`src/rtl/mux_sel_scanner.sv`:
```
// rtl/mux_sel_scanner.sv - round-robin select sequencer and sampler for a 4:1 single-bit mux
//
// Purpose:
//   Walks the downstream 4:1 mux select across the enabled channels, holds each
//   select for DWELL cycles, captures the mux output in the last dwell cycle and
//   reports it per channel, plus a 4-bit snapshot once each sweep completes.
//
// Ports:
//   clk          in   system clock, rising edge
//   rst          in   asynchronous active-high reset
//   en           in   scan enable (level)
//   ch_mask[3:0] in   channel enable mask, latched at sweep start
//   mux_y        in   downstream mux output
//   sel[1:0]     out  mux select (registered)
//   busy         out  sweep in progress
//   sample_valid out  one-cycle pulse, new sample on sample_ch/sample_bit
//   sample_ch    out  channel of the current sample
//   sample_bit   out  captured mux_y value
//   scan_done    out  one-cycle pulse at sweep completion
//   snap[3:0]    out  last sweep's per-channel samples (masked channels 0)
module mux_sel_scanner #(
  parameter int DWELL = 4,
  parameter int CW    = 8
) (
  input  logic       clk,
  input  logic       rst,
  input  logic       en,
  input  logic [3:0] ch_mask,
  input  logic       mux_y,
  output logic [1:0] sel,
  output logic       busy,
  output logic       sample_valid,
  output logic [1:0] sample_ch,
  output logic       sample_bit,
  output logic       scan_done,
  output logic [3:0] snap
);

  typedef enum logic {IDLE, SCAN} state_t;

  localparam logic [CW-1:0] LAST = CW'(DWELL - 1);

  state_t        state;
  logic [CW-1:0] dwell_cnt;
  logic [3:0]    mask_q;
  logic [3:0]    shadow;
  logic [3:0]    shadow_cap;
  logic [3:0]    above;

  // Index of the lowest set bit; callers guarantee a non-zero mask.
  function automatic logic [1:0] lowest(input logic [3:0] m);
    logic [1:0] r;
    r = 2'd0;
    if (m[3]) r = 2'd3;
    if (m[2]) r = 2'd2;
    if (m[1]) r = 2'd1;
    if (m[0]) r = 2'd0;
    return r;
  endfunction

  // Enabled channels strictly above the current select.
  assign above = mask_q & (4'b1110 << sel);

  // Shadow snapshot including the bit being captured this cycle, so the
  // final channel of a sweep lands in snap on the same edge.
  always_comb begin
    shadow_cap      = shadow;
    shadow_cap[sel] = mux_y;
  end

  always_ff @(posedge clk or posedge rst) begin
    if (rst) begin
      state        <= IDLE;
      sel          <= 2'd0;
      busy         <= 1'b0;
      sample_valid <= 1'b0;
      sample_ch    <= 2'd0;
      sample_bit   <= 1'b0;
      scan_done    <= 1'b0;
      snap         <= 4'd0;
      dwell_cnt    <= '0;
      mask_q       <= 4'd0;
      shadow       <= 4'd0;
    end else begin
      sample_valid <= 1'b0;
      scan_done    <= 1'b0;
      case (state)
        IDLE: begin
          if (en && (ch_mask != 4'd0)) begin
            mask_q    <= ch_mask;
            shadow    <= 4'd0;
            sel       <= lowest(ch_mask);
            dwell_cnt <= '0;
            busy      <= 1'b1;
            state     <= SCAN;
          end
        end
        SCAN: begin
          if (dwell_cnt == LAST) begin
            sample_bit   <= mux_y;
            sample_ch    <= sel;
            sample_valid <= 1'b1;
            shadow       <= shadow_cap;
            if (above != 4'd0) begin
              sel       <= lowest(above);
              dwell_cnt <= '0;
            end else begin
              snap      <= shadow_cap;
              scan_done <= 1'b1;
              if (en && (ch_mask != 4'd0)) begin
                // Back-to-back sweep: restart with no idle gap.
                mask_q    <= ch_mask;
                shadow    <= 4'd0;
                sel       <= lowest(ch_mask);
                dwell_cnt <= '0;
              end else begin
                busy  <= 1'b0;
                state <= IDLE;
              end
            end
          end else begin
            dwell_cnt <= dwell_cnt + 1'b1;
          end
        end
        default: state <= IDLE;
      endcase
    end
  end

endmodule

```
`config.mk`:
```
export PLATFORM = sky130hd
export DESIGN_NAME = mux_sel_scanner
export DESIGN_NICKNAME = d
export VERILOG_FILES = /design/src/rtl/mux_sel_scanner.sv
export SDC_FILE = /design/constraint.sdc
export NUM_CORES = 1
export LEC_CHECK = 0
export ABC_CLOCK_PERIOD_IN_PS = 4860
export BUFFER_PORTS_ARGS = -buffer_cell sky130_fd_sc_hd__buf_2
export CAP_MARGIN = 20
export CORE_AREA = 2 2 55 57
export DETAILED_ROUTE_END_ITERATION = 7
export DIE_AREA = 0 0 57 59
export PLACE_DENSITY_LB_ADDON = 0.1
export SLEW_MARGIN = 30
export SYNTH_ARGS = -nofsm -noshare
export SYNTH_HDL_FRONTEND = slang
export SYNTH_SLANG_ARGS = --single-unit
```
`constraint.sdc`:
```
create_clock -name clk -period 4.86 [get_ports clk]
set_input_delay 0.972 -clock clk [delete_from_list [all_inputs] [get_ports clk]]
set_output_delay 0.972 -clock clk [all_outputs]
set_load 0.02 [all_outputs]
```
Yosys cells after proc, flatten, opt, wreduce, memory -nomap -nowiden
Index checks and enable logic that the tools add are counted.

cells by class
  order comparisons = 2
  reductions and logical operators = 9
  add/subtract/negate cells = 1
  divide/modulo/power cells = 0
  shift-type cells = 1
  bitwise logic cells = 3
  multipliers = 0
  eq/ne operators = 5
  mux-type cells = 42

operators with widths
  kind                   count
  $mux W4                7
  $mux W8                3
  $mux W2                11
  $pmux W4 S2            2
  $pmux W8 S2            1
  $mux W1                13
  $add A8 B1 Y8 const B  1
  $eq A8 B2 Y1 const B   1
  $reduce_bool A4 Y1     2
  $ne A2 B2 Y1 const B   3
  $reduce_and A2 Y1      3
  $and A4 B4 Y4          1
  $bwmux W4              1
  $pmux W1 S2            2
  $pmux W2 S2            1
  $reduce_and A4 Y1      1
  $shl A4 B2 Y4 const A  1
  $lt A2 B3 Y1 const B   1
  $reduce_and A3 Y1      1
  $demux W1 S2           1
  $ge A2 B1 Y1 const B   1
  $logic_and A1 B1 Y1    2
  $ne A2 B1 Y1 const B   1
  $not A1 Y1             2

word-level totals
  latch bits = 0
  input bits = 8
  bits in writable memories = 0
  register bits after elaboration = 29
  word-level logic and storage cells = 74
  ROM bits = 0
  output and inout bits = 12
  memories kept = 0

Logic depth before layout (Yosys ltp)
Gate-level depths: netlist of the first run.

  depth in word-level cells = 9
  mapped depth = 6
  mapped depth without buffers = 6

Worst setup path before layout of the first run
OpenSTA, ideal clock, no wires.

  path type = input-to-reg
  from = in ch_mask[3]
  to = reg dwell_cnt[5]
  cell stages on the path = 3
  path buffers = 0
  setup time = 0.064 ns
  data arrival time = 2.076 ns
  slack = 2.720 ns
  required time = 4.796 ns
  cell sequence = o41a_2 nor4_4 a22o_2

between the ends
  word-level cells in the longest chain between the ends = 6

ends and longest elaborated chain
  what                     line     text
  from (decl)              28       input logic [3:0] ch_mask,
  $reduce_bool A4 Y1 (*)   89, 110
  $logic_and A1 B1 Y1 (*)  89, 110
  $mux W8 (*)              n/a
  $mux W8 (2 in series)    n/a
  $pmux W8 S2 (*)          n/a
  to (signal assigned)     122      dwell_cnt <= dwell_cnt + 1'b1;
  to (decl)                44       logic [CW-1:0] dwell_cnt;

Mark *: on every way between the ends. The rest lies on a longest branch, timed or not.
A chain may end at the register's enable or synchronous reset.

Final worst setup path of the first run
  from = reg sel[1]
  to = out sel[1]

RTL lines
  what                    line  text
  from (decl)             30    output logic [1:0] sel,
  from (signal assigned)  92    sel <= lowest(ch_mask);
  from (signal assigned)  105   sel <= lowest(above);
  from (signal assigned)  114   sel <= lowest(ch_mask);

No word-level cell between the ends.

==> impl_metrics.toml, run 1 <==
[run_status]
status = "finished, final reports clean"

[layout]
final_cell_area_sq_um = 1640
drive_above_1_share = 0.372
final_cell_mix = "dfrtp_1, buf_2, mux2_2"
final_common_cell = "dfrtp_1"
finalNetCount = 155
area_growth_pct = 10.7
diodes = 0

[synthesis]
synth_fa_ha_area_frac = 0.00845
synth-edff-count = 0
synth_top_family_by_area = "compound AO/OA/AOI/OAI gates"
syn_avg_cell_area_sq_um = 11.7
ys_types = 46
synth_compound_area_frac = 0.227
async_reset_ff_frac = 1.00
yosys_most_used_dff = "dfrtp_1"
synthSimpleGateAreaFrac = 0.156
synthCells = 127
synth_fp_nets = 136
synth_warnings = 0
synth.area.mux_share = 0.0972
syn-cell-area_sq_um = 1480
ys_seq_area_frac = 0.473
synth-seq-cells = 28
synthXorXnorAreaFrac = 0.00592

[worst_setup_path]
cp_top_family = "flip-flops"
cp_num_buf_inv = 1
regToRegSetupSlack_ns = 2.90
cp.arrival_ns = 1.24
timing.rr.end = "dwell_cnt[2]"
slowest_delay_ns = 0.64
cp-end-kind = "output pin"
critPathLaunchType = "flip-flop"
crit_required_ns = 3.89
path_class = "reg2out"
regToRegStartpoint = "sel[1]"
critPathMaxFanout = 13
r2r_cells = 4
cp_slowest_cell = "dfrtp_1"
cp_cell_sequence = "buf_2"

[power]
power_density_nw_per_um2 = 616
p_clk_frac = 0.155
netSwitchingFraction = 0.388
p_leak_nw = 0.797
netSwitchingPower_mw = 0.391
combPwrFrac = 0.432
p_int_mw = 0.617
vdd_drop_max_mv = 0.467
seqPwrFrac = 0.413
p_total_mw = 1.01

[clocking]
cts_root_buf = "clkbuf_4"
cts_buffer_depth = 2
insertion_delay_ns = 0.34
cts_buffers = 3
cts.htree.levels = 1
clkTransAtPathRegs_ns = 0.17
cts_tree = "yes"
ctsHoldBuffers = 0
cts.repair.resized = 0
cts_setup_buffers = 0
cts.sinks = 28

[worst_hold_path]
holdPathStages = 1
min_to = "shadow[3]"
hold_path.class = "reg2reg"
worstHoldStart = "shadow[3]"

[sta]
max-slew-margin-rel = 0.613
hold_slack_ns = 0.507
rsz0062_at_grt = "false"
slew_viol_final = 0
fin_worst_skew_ns = 0.0191
hold_viol = 0
fin_crit_sh = 0.454
tightest_slew_ns = 0.579
max_freq_mhz = 453
setup-violations-final = 0
fin_tns_setup_ns = 0
layout_min_cycle_time_ns = 2.21

[route]
routed.top_layer = "met4"
met2_length_microns = 1510
post_drt_wl_per_cell_microns = 17.3
drt_iter0_markers = 68
via_per_inst = 6.18
first_pass_iters = 4
vias = 1088
postRouteAntennaNets = 0
met1_length_microns = 1420
routed_wl_microns = 3040
drc = 0
wl_met3_microns = 89

[grt]
grt_use_total = 0.191
grt_pass1_vias = 1126
grt_max_degree = 29
grt_overflow = 0
grt_antenna_before_repair = 0
grt_pass1_wl_microns = 4970

[die]
fp-row-count = 19
die_height_microns = 59
ios = 20
dieArea_sq_um = 3360
die_w_microns = 57
fp.coreArea_sq_um = 2710
start_util = 0.546

[placement]
gp_congestion = 0.816
dpl_cell_area_sq_um = 1590
port_buffers = 19
dp_hpwl_microns = 2170

[flow_run]
cap_viol_max_count = 0
[synthesized netlist by cell type (2+ instances only)]
cell / count / area share
nor2_1: 7 / 0.018
mux2_2: 11 / 0.084
a211o_2: 3 / 0.020
nand2_1: 4 / 0.010
nand3_1: 2 / 0.0068
a21oi_1: 2 / 0.0068
clkbuf_1: 2 / 0.0051
mux2i_1: 2 / 0.014
a32o_1: 7 / 0.047
nor2b_1: 4 / 0.017
inv_1: 4 / 0.010
or3_1: 2 / 0.0085
nor3_1: 4 / 0.014
o21ai_0: 6 / 0.020
a21o_2: 4 / 0.024
a211oi_1: 3 / 0.015
a22o_2: 2 / 0.014
dfrtp_1: 28 / 0.47
buf_2: 2 / 0.0068
and3_1: 2 / 0.0085
[power by group through the flow]
stage	clock (mW)	combinational (mW)	sequential (mW)
floorplan	0	0.317	0.435
global placement	0	0.427	0.417
global route	0.167	0.475	0.431
finish	0.156	0.436	0.416
CTS	0.159	0.440	0.416
detailed placement	0	0.439	0.421
[kinds of logic (layout without fill, tap and decap cells)]
group	count (synthesis)	after routing
mux	13	13
xor+xnor	1	1
flops	28	28
compound gates	40	40
buf+inv	10	28
fa+ha+maj	1	1
simple gates	34	34
[how the worst max path moves through the flow]
stage | from | end | slack (ns) | depth (start not counted)
floorplan | ch_mask[3] | dwell_cnt[5] | 2.72 | 3
global placement | ch_mask[3] | dwell_cnt[5] | 2.44 | 4
detailed placement | ch_mask[3] | dwell_cnt[0] | 2.39 | 5
finish | sel[1] | sel[1] | 2.65 | 1
CTS | sel[0] | sel[0] | 2.64 | 1
global route | sel[0] | sel[0] | 2.58 | 1
[flip-flops by register name, summed over array words and instances (netlist names)]
register	flops
shadow	4
sample_ch	2
scan_done	1
busy	1
snap	4
sel	2
state	1
sample_bit	1
sample_valid	1
dwell_cnt	8
mask_q	3
[per-layer routing]
layer  global-route usage  up-vias
met5                    0        -
met2                0.338       22
met1                0.240      543
li1                     -      519
met3               0.0284        4
met4               0.0664        0
[per-stage QoR]
step           worst slack [ns]  utilization  std cells
6_report                   2.65        0.604        176
4_1_cts                    2.64        0.604        176
2_1_floorplan              2.72            -        127
3_5_place_dp               2.39        0.585        172
5_1_grt                    2.58        0.604        176
3_3_place_gp               2.44        0.585        172
[cell type report]
type	instances	area, sq um
Clock buffer	3	22.5
Clock inverter	1	30.0
Fill cell	238	1070
Inverter	5	18.8
Multi-Input combinational cell	89	732
Sequential cell	28	701
Tap cell	31	38.8
Timing Repair Buffer	19	95.1
Note: power is estimated with default switching activity, not from simulation.
==> inputs of run 2 (changes only) <==
--- a/config.mk
+++ b/config.mk
@@ -5,12 +5,12 @@
 export SDC_FILE = /design/constraint.sdc
 export NUM_CORES = 1
 export LEC_CHECK = 0
-export ABC_CLOCK_PERIOD_IN_PS = 4860
+export ABC_CLOCK_PERIOD_IN_PS = 2000
 export BUFFER_PORTS_ARGS = -buffer_cell sky130_fd_sc_hd__buf_2
 export CAP_MARGIN = 20
-export CORE_AREA = 2 2 55 57
+export CORE_AREA = 2 2 57 59
 export DETAILED_ROUTE_END_ITERATION = 7
-export DIE_AREA = 0 0 57 59
+export DIE_AREA = 0 0 59 61
 export PLACE_DENSITY_LB_ADDON = 0.1
 export SLEW_MARGIN = 30
 export SYNTH_ARGS = -nofsm -noshare
==> constraint.sdc (replaced) <==
create_clock -name clk -period 2 [get_ports clk]
set_input_delay 0.4 -clock clk [delete_from_list [all_inputs] [get_ports clk]]
set_output_delay 0.4 -clock clk [all_outputs]
set_load 0.02 [all_outputs]
==> impl_metrics.toml, run 2 (synthesized netlist as in run 1, its figures left out) <==
[worst_setup_path]
cp-end-kind = "flip-flop"
path_class = "reg2reg"
critPathMaxFanout = 10
critPathLaunchType = "flip-flop"
crit_required_ns = 2.23
cp.arrival_ns = 2.07

[clocking]
cts_setup_buffers = 0
cts.repair.resized = 0
cts_buffer_depth = 2
cts_buffers = 3
cts.sinks = 28
cts.htree.levels = 1
cts_tree = "yes"
ctsHoldBuffers = 0
insertion_delay_ns = 0.32
cts_root_buf = "clkbuf_4"
clkTransAtPathRegs_ns = 0.14

[placement]
gp_congestion = 0.768
dp_hpwl_microns = 2180
port_buffers = 19
place_ws_ns = 0.153

[power]
p_leak_nw = 0.819
p_clk_frac = 0.099
seqPwrFrac = 0.414
vdd_drop_max_mv = 0.671
netSwitchingFraction = 0.399
power_density_nw_per_um2 = 1410
combPwrFrac = 0.488
p_int_mw = 1.41
netSwitchingPower_mw = 0.937

[grt]
grt_max_degree = 29
grt_pass1_wl_microns = 4980
grt_overflow = 0
grt_use_total = 0.184
grt_antenna_before_repair = 0
grt_pass1_vias = 1101

[die]
die_height_microns = 61
start_util = 0.501
ios = 20
dieArea_sq_um = 3600
fp-row-count = 20
fp.coreArea_sq_um = 2950
die_w_microns = 59

[route]
first_pass_iters = 4
wl_met3_microns = 108
routed_wl_microns = 2910
routed.top_layer = "met4"
met1_length_microns = 1340
postRouteAntennaNets = 0
via_per_inst = 5.98
post_drt_wl_per_cell_microns = 15.8
drt_iter0_markers = 27
vias = 1100
met2_length_microns = 1440
drc = 0

[sta]
fin_worst_skew_ns = 0.00218
tightest_slew_ns = 0.548
setup_slack_ns = 0.159
layout_min_cycle_time_ns = 1.84
slew_viol_final = 0
fin_tns_setup_ns = 0
max-slew-margin-rel = 0.632
rsz0062_at_grt = "false"
hold_viol = 0
max_freq_mhz = 543
fin_crit_sh = 0.921
hold_slack_ns = 0.107
setup-violations-final = 0

[layout]
final_cell_mix = "dfrtp_1, buf_2, mux2_2"
largest_reg_flops = 8
final_common_cell = "dfrtp_1"
diodes = 0
largest_registers = "dwell_cnt x8, shadow x4, snap x4"
finalNetCount = 162
drive_above_1_share = 0.391
area_growth_pct = 12.3
regMostFlops = "dwell_cnt"

[run_status]
status = "finished, final reports clean"

[flow_run]
cap_viol_max_count = 0

[worst_hold_path]
hold_path.class = "in2async"
[run 2: cell types whose count changed in the layout (fill, tap and decap cells not counted), sizes merged]
cell,before,now
bufinv,1,0
buf,19,26
[run 2: power by group through the flow]
stage	clock [mW]	combinational (mW)	sequential [mW]
finish	0.231	1.15	0.972
global route	0.262	1.26	1.01
CTS	0.243	1.16	0.972
detailed placement	0	1.15	0.987
global placement	0	1.14	0.975
floorplan	0	0.770	1.06
[run 2: worst paths after layout]
check / start / end / slack, ns / cells past startpoint
worst max-delay path: dwell_cnt[0] / snap[0] / 0.16 / 5
worst min-delay path: rst / sample_bit / 0.11 / 3
worst max register to register: dwell_cnt[0] / snap[0] / 0.16 / 5
worst min register to register: shadow[0] / shadow[0] / 0.51 / 1
max in group asynchronous: rst / mask_q[2] / 1.64 / 3
min in group clk: mux_y / sample_bit / 0.37 / 2
[run 2: worst max-delay path, stage by stage, from the launching register on]
cell and delay, ns:
dfrtp_1 0.42, ha_1 0.22, nor4b_4 0.29, and3_2 0.39
nand3b_4 0.14, mux2_2 0.28
[run 2: final cells by class]
cell class | instances | area, sq um
multi-input cells | 89 | 732
fillers | 262 | 1290
clock buffers | 3 | 22.5
well taps | 33 | 41.3
flip-flops and latches | 28 | 701
inverters | 5 | 18.8
repair buffers | 26 | 148
[run 2: layer usage]
layer | vias to the layer above | GRT usage
met5 | - | 0
met4 | 0 | 0.0877
met3 | 2 | 0.0213
met2 | 22 | 0.298
met1 | 537 | 0.248
li1 | 539 | -
[run 2: per-stage QoR]
step	power [mW]	utilization	instance area [sq um]	cells
after global placement	2.12	0.556	1640	181
after floorplan	1.83	-	1480	127
after global routing	2.53	0.563	1660	184
after detailed placement	2.14	0.556	1640	181
after CTS	2.37	0.563	1660	184
final	2.35	0.563	1660	184
==> inputs of run 3 (changes only) <==
--- a/config.mk
+++ b/config.mk
@@ -8,9 +8,9 @@
 export ABC_CLOCK_PERIOD_IN_PS = 2000
 export BUFFER_PORTS_ARGS = -buffer_cell sky130_fd_sc_hd__buf_2
 export CAP_MARGIN = 20
-export CORE_AREA = 2 2 57 59
+export CORE_AREA = 4 4 59 61
 export DETAILED_ROUTE_END_ITERATION = 7
-export DIE_AREA = 0 0 59 61
+export DIE_AREA = 0 0 63 65
 export PLACE_DENSITY_LB_ADDON = 0.1
 export SLEW_MARGIN = 30
 export SYNTH_ARGS = -nofsm -noshare
==> constraint.sdc (replaced) <==
create_clock -name clk -period 2 [get_ports clk]
set_input_delay 0.1 -clock clk [delete_from_list [all_inputs] [get_ports clk]]
set_output_delay 0.1 -clock clk [all_outputs]
set_load 0.02 [all_outputs]
==> impl_metrics.toml, run 3 (synthesized netlist as in run 1, its figures left out) <==
[run_status]
status = "finished, final reports clean"

[die]
ios = 20
die_w_microns = 63
die_height_microns = 65
fp-row-count = 20
start_util = 0.497
dieArea_sq_um = 4100
fp.coreArea_sq_um = 2980

[grt]
grt_overflow = 0
grt_antenna_before_repair = 0
grt_pass1_vias = 1135
grt_pass1_wl_microns = 5400
grt_max_degree = 29
grt_use_total = 0.164

[power]
power_density_nw_per_um2 = 1480
p_total_mw = 2.51
p_leak_nw = 0.830
vdd_drop_max_mv = 0.631

[sta]
fin_worst_skew_ns = 0.00247
layout_min_cycle_time_ns = 1.81
max-slew-margin-rel = 0.732
setup-violations-final = 0
tightest_slew_ns = 0.402
fin_crit_sh = 0.905
slew_viol_final = 0
max_freq_mhz = 552
hold_viol = 0
fin_tns_setup_ns = 0
rsz0062_at_grt = "false"

[layout]
area_growth_pct = 14.8
largest_registers = "dwell_cnt x8, shadow x4, snap x4"
largest_reg_flops = 8
final_cell_area_sq_um = 1700
drive_above_1_share = 0.388
diodes = 0
n_fill_cell = 264
final_cell_mix = "dfrtp_1, buf_2, mux2_2"
regMostFlops = "dwell_cnt"
finalNetCount = 162
final_common_cell = "dfrtp_1"

[clocking]
clkTransAtPathRegs_ns = 0.15
cts.htree.levels = 1
cts_root_buf = "clkbuf_4"
cts.sinks = 28
insertion_delay_ns = 0.32
cts_tree = "yes"
cts_buffers = 3
cts_buffer_depth = 2

[worst_setup_path]
critPathMaxFanout = 10
cp.arrival_ns = 2.04
r2r_cells = 5
path_class = "reg2reg"
crit_required_ns = 2.23
critPathLaunchType = "flip-flop"
cp-end-kind = "flip-flop"

[placement]
dp_hpwl_microns = 2190
port_buffers = 19
dpl_cell_area_sq_um = 1630
gp_congestion = 0.810

[worst_hold_path]
holdPathStages = 2
hold_path.class = "in2reg"

[route]
drt_iter0_markers = 72
routed_wl_microns = 3010
vias = 1137
postRouteAntennaNets = 0
via_per_inst = 6.15
post_drt_wl_per_cell_microns = 16.3
drc = 0
first_pass_iters = 4

[flow_run]
cap_viol_max_count = 0
run 3: changes by cell type in the layout (fill, tap and decap cells not counted), sizes merged:
cell,delta
bufinv,+1
dlygate4sd3,+1
buf,-1
run 3: critical path, cell delays in order, from the launching register on:
cell and delay (ns):
dfrtp_1 0.42, ha_1 0.22, nor4b_4 0.31, and3_4 0.34
nand3b_4 0.13, mux2_2 0.29
run 3: worst paths after layout:
check	start	end	slack, ns
worst max-delay path	dwell_cnt[0]	snap[0]	0.19
min in group asynchronous	rst	sample_bit	0.35
worst min register to register	shadow[3]	shadow[3]	0.51
max in group asynchronous	rst	snap[2]	1.40
worst min-delay path	ch_mask[2]	mask_q[2]	0.07
worst max register to register	dwell_cnt[0]	snap[0]	0.19
run 3: final cells by class:
cell class              count  area, sq um  share of cell area
multi-input cells          89          736               0.433
clock inverters             1         30.0              0.0177
clock buffers               3         22.5              0.0133
flip-flops and latches     28          701               0.412
inverters                   5         18.8              0.0110
well taps                  33         41.3              0.0243
repair buffers             26          150              0.0884
run 3: through the flow:
| step | utilization | cells | setup slack (ns) | hold WS (ns) |
|---|---|---|---|---|
| after detailed placement | 0.548 | 180 | 0.152 | 0.181 |
| after global placement | 0.548 | 180 | 0.228 | 0.174 |
| after CTS | 0.569 | 185 | 0.126 | 0.0592 |
| after floorplan | - | 127 | 0.328 | 0.165 |
| after global routing | 0.571 | 185 | 0.00503 | 0.0615 |
| final | 0.571 | 185 | 0.189 | 0.0722 |
run 3: routing by layer:
layer | routed length, microns | GRT usage | vias to the layer above
li1 | - | - | 538
met1 | 1450 | 0.221 | 563
met2 | 1370 | 0.258 | 34
met3 | 169 | 0.0381 | 2
met4 | 15 | 0.0551 | 0
met5 | 0 | 0 | -
run 3: timing repair:
item	in CTS	in global routing
endpoints found under the setup margin	0	4
gates resized for setup	0	1
hold buffers	1	0
buffers inserted	0	0
endpoints found under the hold margin	28	0
run 3: power breakdown:
| part | switching [mW] | internal [mW] | leakage (nW) | total (mW) |
|---|---|---|---|---|
| combinational | 0.595 | 0.574 | 0.443 | 1.17 |
| sequential | 0.195 | 0.780 | 0.359 | 0.974 |
| clock | 0.168 | 0.203 | 0.0279 | 0.371 |
